## config.mk

```make
export PLATFORM = sky130hd
export DESIGN_NAME = game_flow_ctrl
export DESIGN_NICKNAME = d
export VERILOG_FILES = /design/src/rtl/game_pkg.sv /design/src/rtl/obs_slot_alloc.sv /design/src/rtl/game_flow_ctrl.sv
export SDC_FILE = /design/constraint.sdc
export NUM_CORES = 1
export LEC_CHECK = 0
export CORE_MARGIN = 3
export CORE_UTILIZATION = 40
export CTS_CLUSTER_SIZE = 24
export DETAILED_ROUTE_END_ITERATION = 12
export PLACE_DENSITY = 0.58
export SYNTH_ARGS = -nofsm -noshare
export SYNTH_HDL_FRONTEND = slang
export SYNTH_SLANG_ARGS = --single-unit
```

## constraint.sdc

```tcl
create_clock -name Clock -period 3.5 [get_ports Clock]
set_clock_uncertainty 0.2 [all_clocks]
set_input_delay 0.7 -clock Clock [delete_from_list [all_inputs] [get_ports Clock]]
set_output_delay 0.7 -clock Clock [all_outputs]
set_load 0.05 [all_outputs]
```

## src/rtl/game_pkg.sv

```systemverilog
// Shared types and defaults for the dinosaur-game flow controller.
package game_pkg;

    localparam int unsigned STATE_W     = 3;
    localparam int unsigned SCORE_W_DEF = 16;
    localparam int unsigned NUM_OBS_DEF = 4;

    typedef enum logic [STATE_W-1:0] {
        MENU         = 3'd0,
        S_RESET      = 3'd1,
        S_GEN_SCREEN = 3'd2,
        GAME         = 3'd3,
        PAUSE        = 3'd4,
        S_CALC_HS    = 3'd5,
        S_SCORE      = 3'd6
    } state_t;

endpackage

```

## src/rtl/obs_slot_alloc.sv

```systemverilog
// Obstacle-slot allocator: grants the lowest free slot on gen, frees slots on obs_done.
// Allocation looks at the occupancy mask as it stood before this cycle's obs_done.
module obs_slot_alloc
    import game_pkg::*;
#(
    parameter int unsigned NUM_OBS = NUM_OBS_DEF
)(
    input  logic               clk,
    input  logic               rst_n,
    input  logic               clr,
    input  logic               en,
    input  logic               gen,
    input  logic [NUM_OBS-1:0] obs_done,
    output logic [NUM_OBS-1:0] spawn,
    output logic [NUM_OBS-1:0] active,
    output logic               drop
);

    logic [NUM_OBS-1:0] r_active;
    logic [NUM_OBS-1:0] r_spawn;
    logic               r_drop;
    logic [NUM_OBS-1:0] w_pick;
    logic               w_found;

    // Priority encoder: one-hot of the lowest-index free slot
    always_comb begin
        w_pick  = '0;
        w_found = 1'b0;
        for (int i = 0; i < int'(NUM_OBS); i++) begin
            if (!r_active[i] && !w_found) begin
                w_pick[i] = 1'b1;
                w_found   = 1'b1;
            end
        end
    end

    always_ff @(posedge clk or negedge rst_n) begin
        if (!rst_n) begin
            r_active <= '0;
            r_spawn  <= '0;
            r_drop   <= 1'b0;
        end else if (clr) begin
            r_active <= '0;
            r_spawn  <= '0;
            r_drop   <= 1'b0;
        end else begin
            r_spawn <= '0;
            r_drop  <= 1'b0;
            if (en) begin
                r_active <= (r_active & ~obs_done) | ((gen && w_found) ? w_pick : '0);
                r_spawn  <= (gen && w_found) ? w_pick : '0;
                r_drop   <= gen && !w_found;
            end
        end
    end

    assign spawn  = r_spawn;
    assign active = r_active;
    assign drop   = r_drop;

endmodule

```

## src/rtl/game_flow_ctrl.sv

```systemverilog
// Top-level dinosaur-game flow FSM with tick divider, jump timer, score and obstacle slots.
// Define GAME_HISCORE_EN to keep a persistent high score; otherwise hi_score is tied to 0.
module game_flow_ctrl
    import game_pkg::*;
#(
    parameter int unsigned SCORE_W    = SCORE_W_DEF,
    parameter int unsigned NUM_OBS    = NUM_OBS_DEF,
    parameter int unsigned TICK_DIV   = 833333,
    parameter int unsigned JUMP_TICKS = 24,
    parameter int unsigned CLR_CYCLES = 19200
)(
    input  logic               Clock,
    input  logic               resetn,
    input  logic               play,
    input  logic               view_score,
    input  logic               ret,
    input  logic               jump,
    input  logic               pause,
    input  logic               gen,
    input  logic               lose,
    input  logic [NUM_OBS-1:0] obs_done,
    output logic [STATE_W-1:0] state,
    output logic               clr_screen,
    output logic               draw_en,
    output logic               tick,
    output logic               jump_active,
    output logic [NUM_OBS-1:0] obs_spawn,
    output logic [NUM_OBS-1:0] obs_active,
    output logic               obs_drop,
    output logic [SCORE_W-1:0] score,
    output logic [SCORE_W-1:0] hi_score
);

    localparam int unsigned TICK_W   = (TICK_DIV > 1) ? $clog2(TICK_DIV) : 1;
    localparam int unsigned JUMP_CYC = JUMP_TICKS * TICK_DIV;
    localparam int unsigned JUMP_W   = (JUMP_CYC > 1) ? $clog2(JUMP_CYC) : 1;
    localparam int unsigned CLR_W    = (CLR_CYCLES > 1) ? $clog2(CLR_CYCLES) : 1;

    state_t             r_state;
    logic               r_play_q, r_view_q, r_ret_q, r_jump_q, r_pause_q;
    logic               r_clr_screen, r_draw_en;
    logic [CLR_W-1:0]   r_clr_cnt;
    logic [TICK_W-1:0]  r_tick_cnt;
    logic               r_tick;
    logic [SCORE_W-1:0] r_score;
    logic               r_jump_active;
    logic [JUMP_W-1:0]  r_jump_cnt;

    logic w_play_rise, w_view_rise, w_ret_rise, w_jump_rise, w_pause_rise;
    logic w_run, w_tick_hit, w_clr_game;

    assign w_play_rise  = play       & ~r_play_q;
    assign w_view_rise  = view_score & ~r_view_q;
    assign w_ret_rise   = ret        & ~r_ret_q;
    assign w_jump_rise  = jump       & ~r_jump_q;
    assign w_pause_rise = pause      & ~r_pause_q;

    // Game activity advances only on cycles that remain in GAME (not on lose / pause transitions)
    assign w_run      = (r_state == GAME) && !lose && !w_pause_rise;
    assign w_tick_hit = w_run && (r_tick_cnt == TICK_W'(TICK_DIV - 1));
    assign w_clr_game = (r_state == S_RESET);

    always_ff @(posedge Clock or negedge resetn) begin
        if (!resetn) begin
            r_play_q  <= 1'b0;
            r_view_q  <= 1'b0;
            r_ret_q   <= 1'b0;
            r_jump_q  <= 1'b0;
            r_pause_q <= 1'b0;
        end else begin
            r_play_q  <= play;
            r_view_q  <= view_score;
            r_ret_q   <= ret;
            r_jump_q  <= jump;
            r_pause_q <= pause;
        end
    end

    // Flow FSM; clr_screen and draw_en are set on the transitions into their states
    always_ff @(posedge Clock or negedge resetn) begin
        if (!resetn) begin
            r_state      <= MENU;
            r_clr_screen <= 1'b0;
            r_draw_en    <= 1'b0;
            r_clr_cnt    <= '0;
        end else begin
            case (r_state)
                MENU: begin
                    if (w_view_rise)      r_state <= S_SCORE;
                    else if (w_play_rise) r_state <= S_RESET;
                end
                S_RESET: begin
                    r_state      <= S_GEN_SCREEN;
                    r_clr_screen <= 1'b1;
                    r_clr_cnt    <= '0;
                end
                S_GEN_SCREEN: begin
                    if (r_clr_cnt == CLR_W'(CLR_CYCLES - 1)) begin
                        r_state      <= GAME;
                        r_clr_screen <= 1'b0;
                        r_draw_en    <= 1'b1;
                    end else begin
                        r_clr_cnt <= r_clr_cnt + CLR_W'(1);
                    end
                end
                GAME: begin
                    if (lose) begin
                        r_state   <= S_CALC_HS;
                        r_draw_en <= 1'b0;
                    end else if (w_pause_rise) begin
                        r_state   <= PAUSE;
                        r_draw_en <= 1'b0;
                    end
                end
                PAUSE: begin
                    if (w_pause_rise) begin
                        r_state   <= GAME;
                        r_draw_en <= 1'b1;
                    end
                end
                S_CALC_HS: r_state <= S_SCORE;
                S_SCORE: begin
                    if (w_ret_rise) r_state <= MENU;
                end
                default: begin
                    r_state      <= MENU;
                    r_clr_screen <= 1'b0;
                    r_draw_en    <= 1'b0;
                end
            endcase
        end
    end

    // Tick divider and saturating score; divider holds its count while not running
    always_ff @(posedge Clock or negedge resetn) begin
        if (!resetn) begin
            r_tick_cnt <= '0;
            r_tick     <= 1'b0;
            r_score    <= '0;
        end else begin
            r_tick <= 1'b0;
            if (w_clr_game) begin
                r_tick_cnt <= '0;
                r_score    <= '0;
            end else if (w_tick_hit) begin
                r_tick_cnt <= '0;
                r_tick     <= 1'b1;
                if (r_score != {SCORE_W{1'b1}}) r_score <= r_score + SCORE_W'(1);
            end else if (w_run) begin
                r_tick_cnt <= r_tick_cnt + TICK_W'(1);
            end
        end
    end

    // Jump timer counts JUMP_TICKS tick periods from the take-off cycle
    always_ff @(posedge Clock or negedge resetn) begin
        if (!resetn) begin
            r_jump_active <= 1'b0;
            r_jump_cnt    <= '0;
        end else if (w_clr_game) begin
            r_jump_active <= 1'b0;
            r_jump_cnt    <= '0;
        end else if (w_run) begin
            if (r_jump_active) begin
                if (r_jump_cnt == JUMP_W'(JUMP_CYC - 1)) begin
                    r_jump_active <= 1'b0;
                    r_jump_cnt    <= '0;
                end else begin
                    r_jump_cnt <= r_jump_cnt + JUMP_W'(1);
                end
            end else if (w_jump_rise) begin
                r_jump_active <= 1'b1;
                r_jump_cnt    <= '0;
            end
        end
    end

`ifdef GAME_HISCORE_EN
    logic [SCORE_W-1:0] r_hi_score;

    always_ff @(posedge Clock or negedge resetn) begin
        if (!resetn) begin
            r_hi_score <= '0;
        end else if ((r_state == S_CALC_HS) && (r_score > r_hi_score)) begin
            r_hi_score <= r_score;
        end
    end

    assign hi_score = r_hi_score;
`else
    assign hi_score = '0;
`endif

    obs_slot_alloc #(
        .NUM_OBS (NUM_OBS)
    ) u_obs_slot_alloc (
        .clk      (Clock),
        .rst_n    (resetn),
        .clr      (w_clr_game),
        .en       (w_run),
        .gen      (gen),
        .obs_done (obs_done),
        .spawn    (obs_spawn),
        .active   (obs_active),
        .drop     (obs_drop)
    );

    assign state       = r_state;
    assign clr_screen  = r_clr_screen;
    assign draw_en     = r_draw_en;
    assign tick        = r_tick;
    assign jump_active = r_jump_active;
    assign score       = r_score;

endmodule

```

==> qor.yml <==
status: "complete, no violations"
nNetsFinal: 634
r2r_end: "score[3]$_DFFE_PN0P_"
cp-end-kind: "output pin"
synth-seq-cells: 97
fmax_ghz: 0.366
place_area_mm2: 0.00597
critPathBufInv: 1
overflow: 0
cpLargestDelayFamily: "buffers and inverters"
start_util_pct: 42.0
p_leak_nw: 2.59
cp_slowest_cell: "clkdlybuf4s50_1"
async_reset_ff_share_pct: 100
vias: 4632
synth_warnings: 0
clk_pin_slew_ns: 0.06
vdd_ir_drop_max_v: 0.000317
cts.sinks: 97
p_per_area_mw_per_mm2: 575
setup_slack_ns: 0.768
crit_arrival_ns: 1.83
setup.worst_path.class: "flop to output pin"
min_period_ns: 2.73
setup_viol: 0
h-tree-depth: 3
clock_path_buffers: 2
insertion_delay_ns: 0.35
nFillCells: 1228
rsz0062_at_grt: "false"
cts_tree: "yes"
critPathMaxFanout: 17
initialDrtViolationCount: 375
grt_pass1_wl_um: 22100
hold_viol_final: 0
synthDistinctLibCells: 61
finalSetupTns_ns: 0
n_antenna_cell: 0
fp.dieArea_mm2: 0.0150
timing.final.crit_share_pct: 78.1
synthToLayoutAreaGrowth_pct: 15.7
first_pass_iters: 5
yosysMostFrequentCell: "dfrtp_1"
synth.top_cell.area_share_pct: 44.6
grt_use_total_pct: 18.4
synth_edf_count: 0
synth_flop_cell: "dfrtp_1"
worst_pin_slew_ns: 0.992
place.gp.congestion: 0.865
startpoint_type: "flop"
routed_via_density: 5.85
fin_area_mm2: 0.00630
cts_setup_buffers: 0
cp_data_required_time_ns: 2.60
die_width_um: 123
holdWs_ns: 0.147
port_buffers: 44
worstRegToRegCells: 4
grt_max_degree: 57
wirelength_um: 13000
maxSlewViolCount: 0
drc: 0
reg2reg_from: "state[1]$_DFFE_PN0P_"
rows: 41
synthesis.area_mm2: 0.00545
r2r_slack_ns: 0.80
path_cells: "clkdlybuf4s50_1"
die_h_um: 123
synth_commonest_cells: "97 x dfrtp_1, 48 x nand2_1, 41 x nor2_1"
final_core_util_pct: 48.6
cts_hold_buf: 0
max_slew_margin_pct: 33.3
avgSynthCellArea_um2: 9.34
post_cts_resized: 0
ys_seq_area_share_pct: 44.6
grt_pass1_vias: 4372
synth_top_cell_by_area: "dfrtp_1"
drive_gt1_share_pct: 6.61
antenna_left: 0
ctsRootBufferMaster: "clkbuf_16"
hold_class: "input pin to asynchronous set/reset pin"
maxCapViolCount: 0
synth_area_leaders: "dfrtp_1 45%, a31oi_1 4.3%, nand4_1 4.0%"
grt_antenna_before_repair: 0
core_area_mm2: 0.0130
pre_cts_slack_ns: 0.522
ios: 61
cp_slowest_stage_delay_ns: 0.89
numCtsBuffers: 9
place_hpwl_um: 8930
detail_route.wl_per_cell_um: 16.4
syn_inst: 583
==> how the worst max path moves through the flow <==
stage / start / to / slack, ns / depth (start not counted)
finish: state[1]$_DFFE_PN0P_ / state[1] / 0.77 / 1
global route: state[1]$_DFFE_PN0P_ / score[15]$_DFFE_PN0P_ / 0.61 / 4
CTS: state[1]$_DFFE_PN0P_ / state[1] / 0.74 / 1
detailed placement: lose / score[14]$_DFFE_PN0P_ / 0.52 / 6
global placement: lose / score[15]$_DFFE_PN0P_ / 0.54 / 6
floorplan: state[0]$_DFFE_PN0P_ / score[13]$_DFFE_PN0P_ / 0.95 / 7
==> through the flow <==
stage | std cells | total power, mW
after CTS | 792 | 3.66
final | 792 | 3.63
after global routing | 792 | 3.82
after floorplan | 598 | 2.22
after detailed placement | 777 | 2.55
after global placement | 777 | 2.52
==> placed cells by master, fill, tap and decap left out, drive strengths merged, types with 16 or more instances in the layout <==
cell | synthesis | routed
a31oi | 38 | 38
nand4 | 35 | 35
nor2 | 41 | 41
nand2 | 48 | 48
nand3 | 19 | 19
conb | 1 | 16
o21ai | 28 | 28
nand2b | 16 | 16
clkdlybuf4s50 | 0 | 43
dfrtp | 97 | 97
a21oi | 22 | 22
==> cell type report <==
class	count	area [um2]	area share, %
inverters	13	48.8	0.774
clock inverters	2	60.1	0.953
clock buffers	13	270	4.29
multi-input cells	441	2760	43.7
well taps	172	215	3.41
repair buffers	54	526	8.34
flip-flops and latches	97	2430	38.5
==> power breakdown <==
group	internal, mW	switching (mW)
combinational	0.361	0.783
clock	0.681	0.419
sequential	1.23	0.150
==> flip-flops by register name, summed over array words and instances (netlist names), 3 cells and up <==
register                 count
r_clr_cnt                   15
r_jump_cnt                  25
r_tick_cnt                  20
score                       16
state                        3
u_obs_slot_alloc.active      4
u_obs_slot_alloc.spawn       4
==> cell families (layout without fill, tap and decap cells) <==
family	after synthesis	after routing	share of synthesized area [%]
multiplexers	10	10	1.88
AND/OR/NAND/NOR	263	263	28.2
AO/OA/AOI/OAI	126	126	14.8
buffers and inverters	60	82	5.93
adder cells (fa/ha/maj)	5	5	1.15
XOR/XNOR	21	21	3.38
flip-flops	97	97	44.6
other	1	16	0.0689
==> metal layers <==
layer  vias up  part of all wire [%]  track usage, %
met5         -                     0               0
met4         0                   1.5            7.21
met3        12                   4.4            3.55
met2       113                    44            26.7
met1      2310                    50            26.9
li1       2197                     -               -
Note: power is estimated with default switching activity, not from simulation.
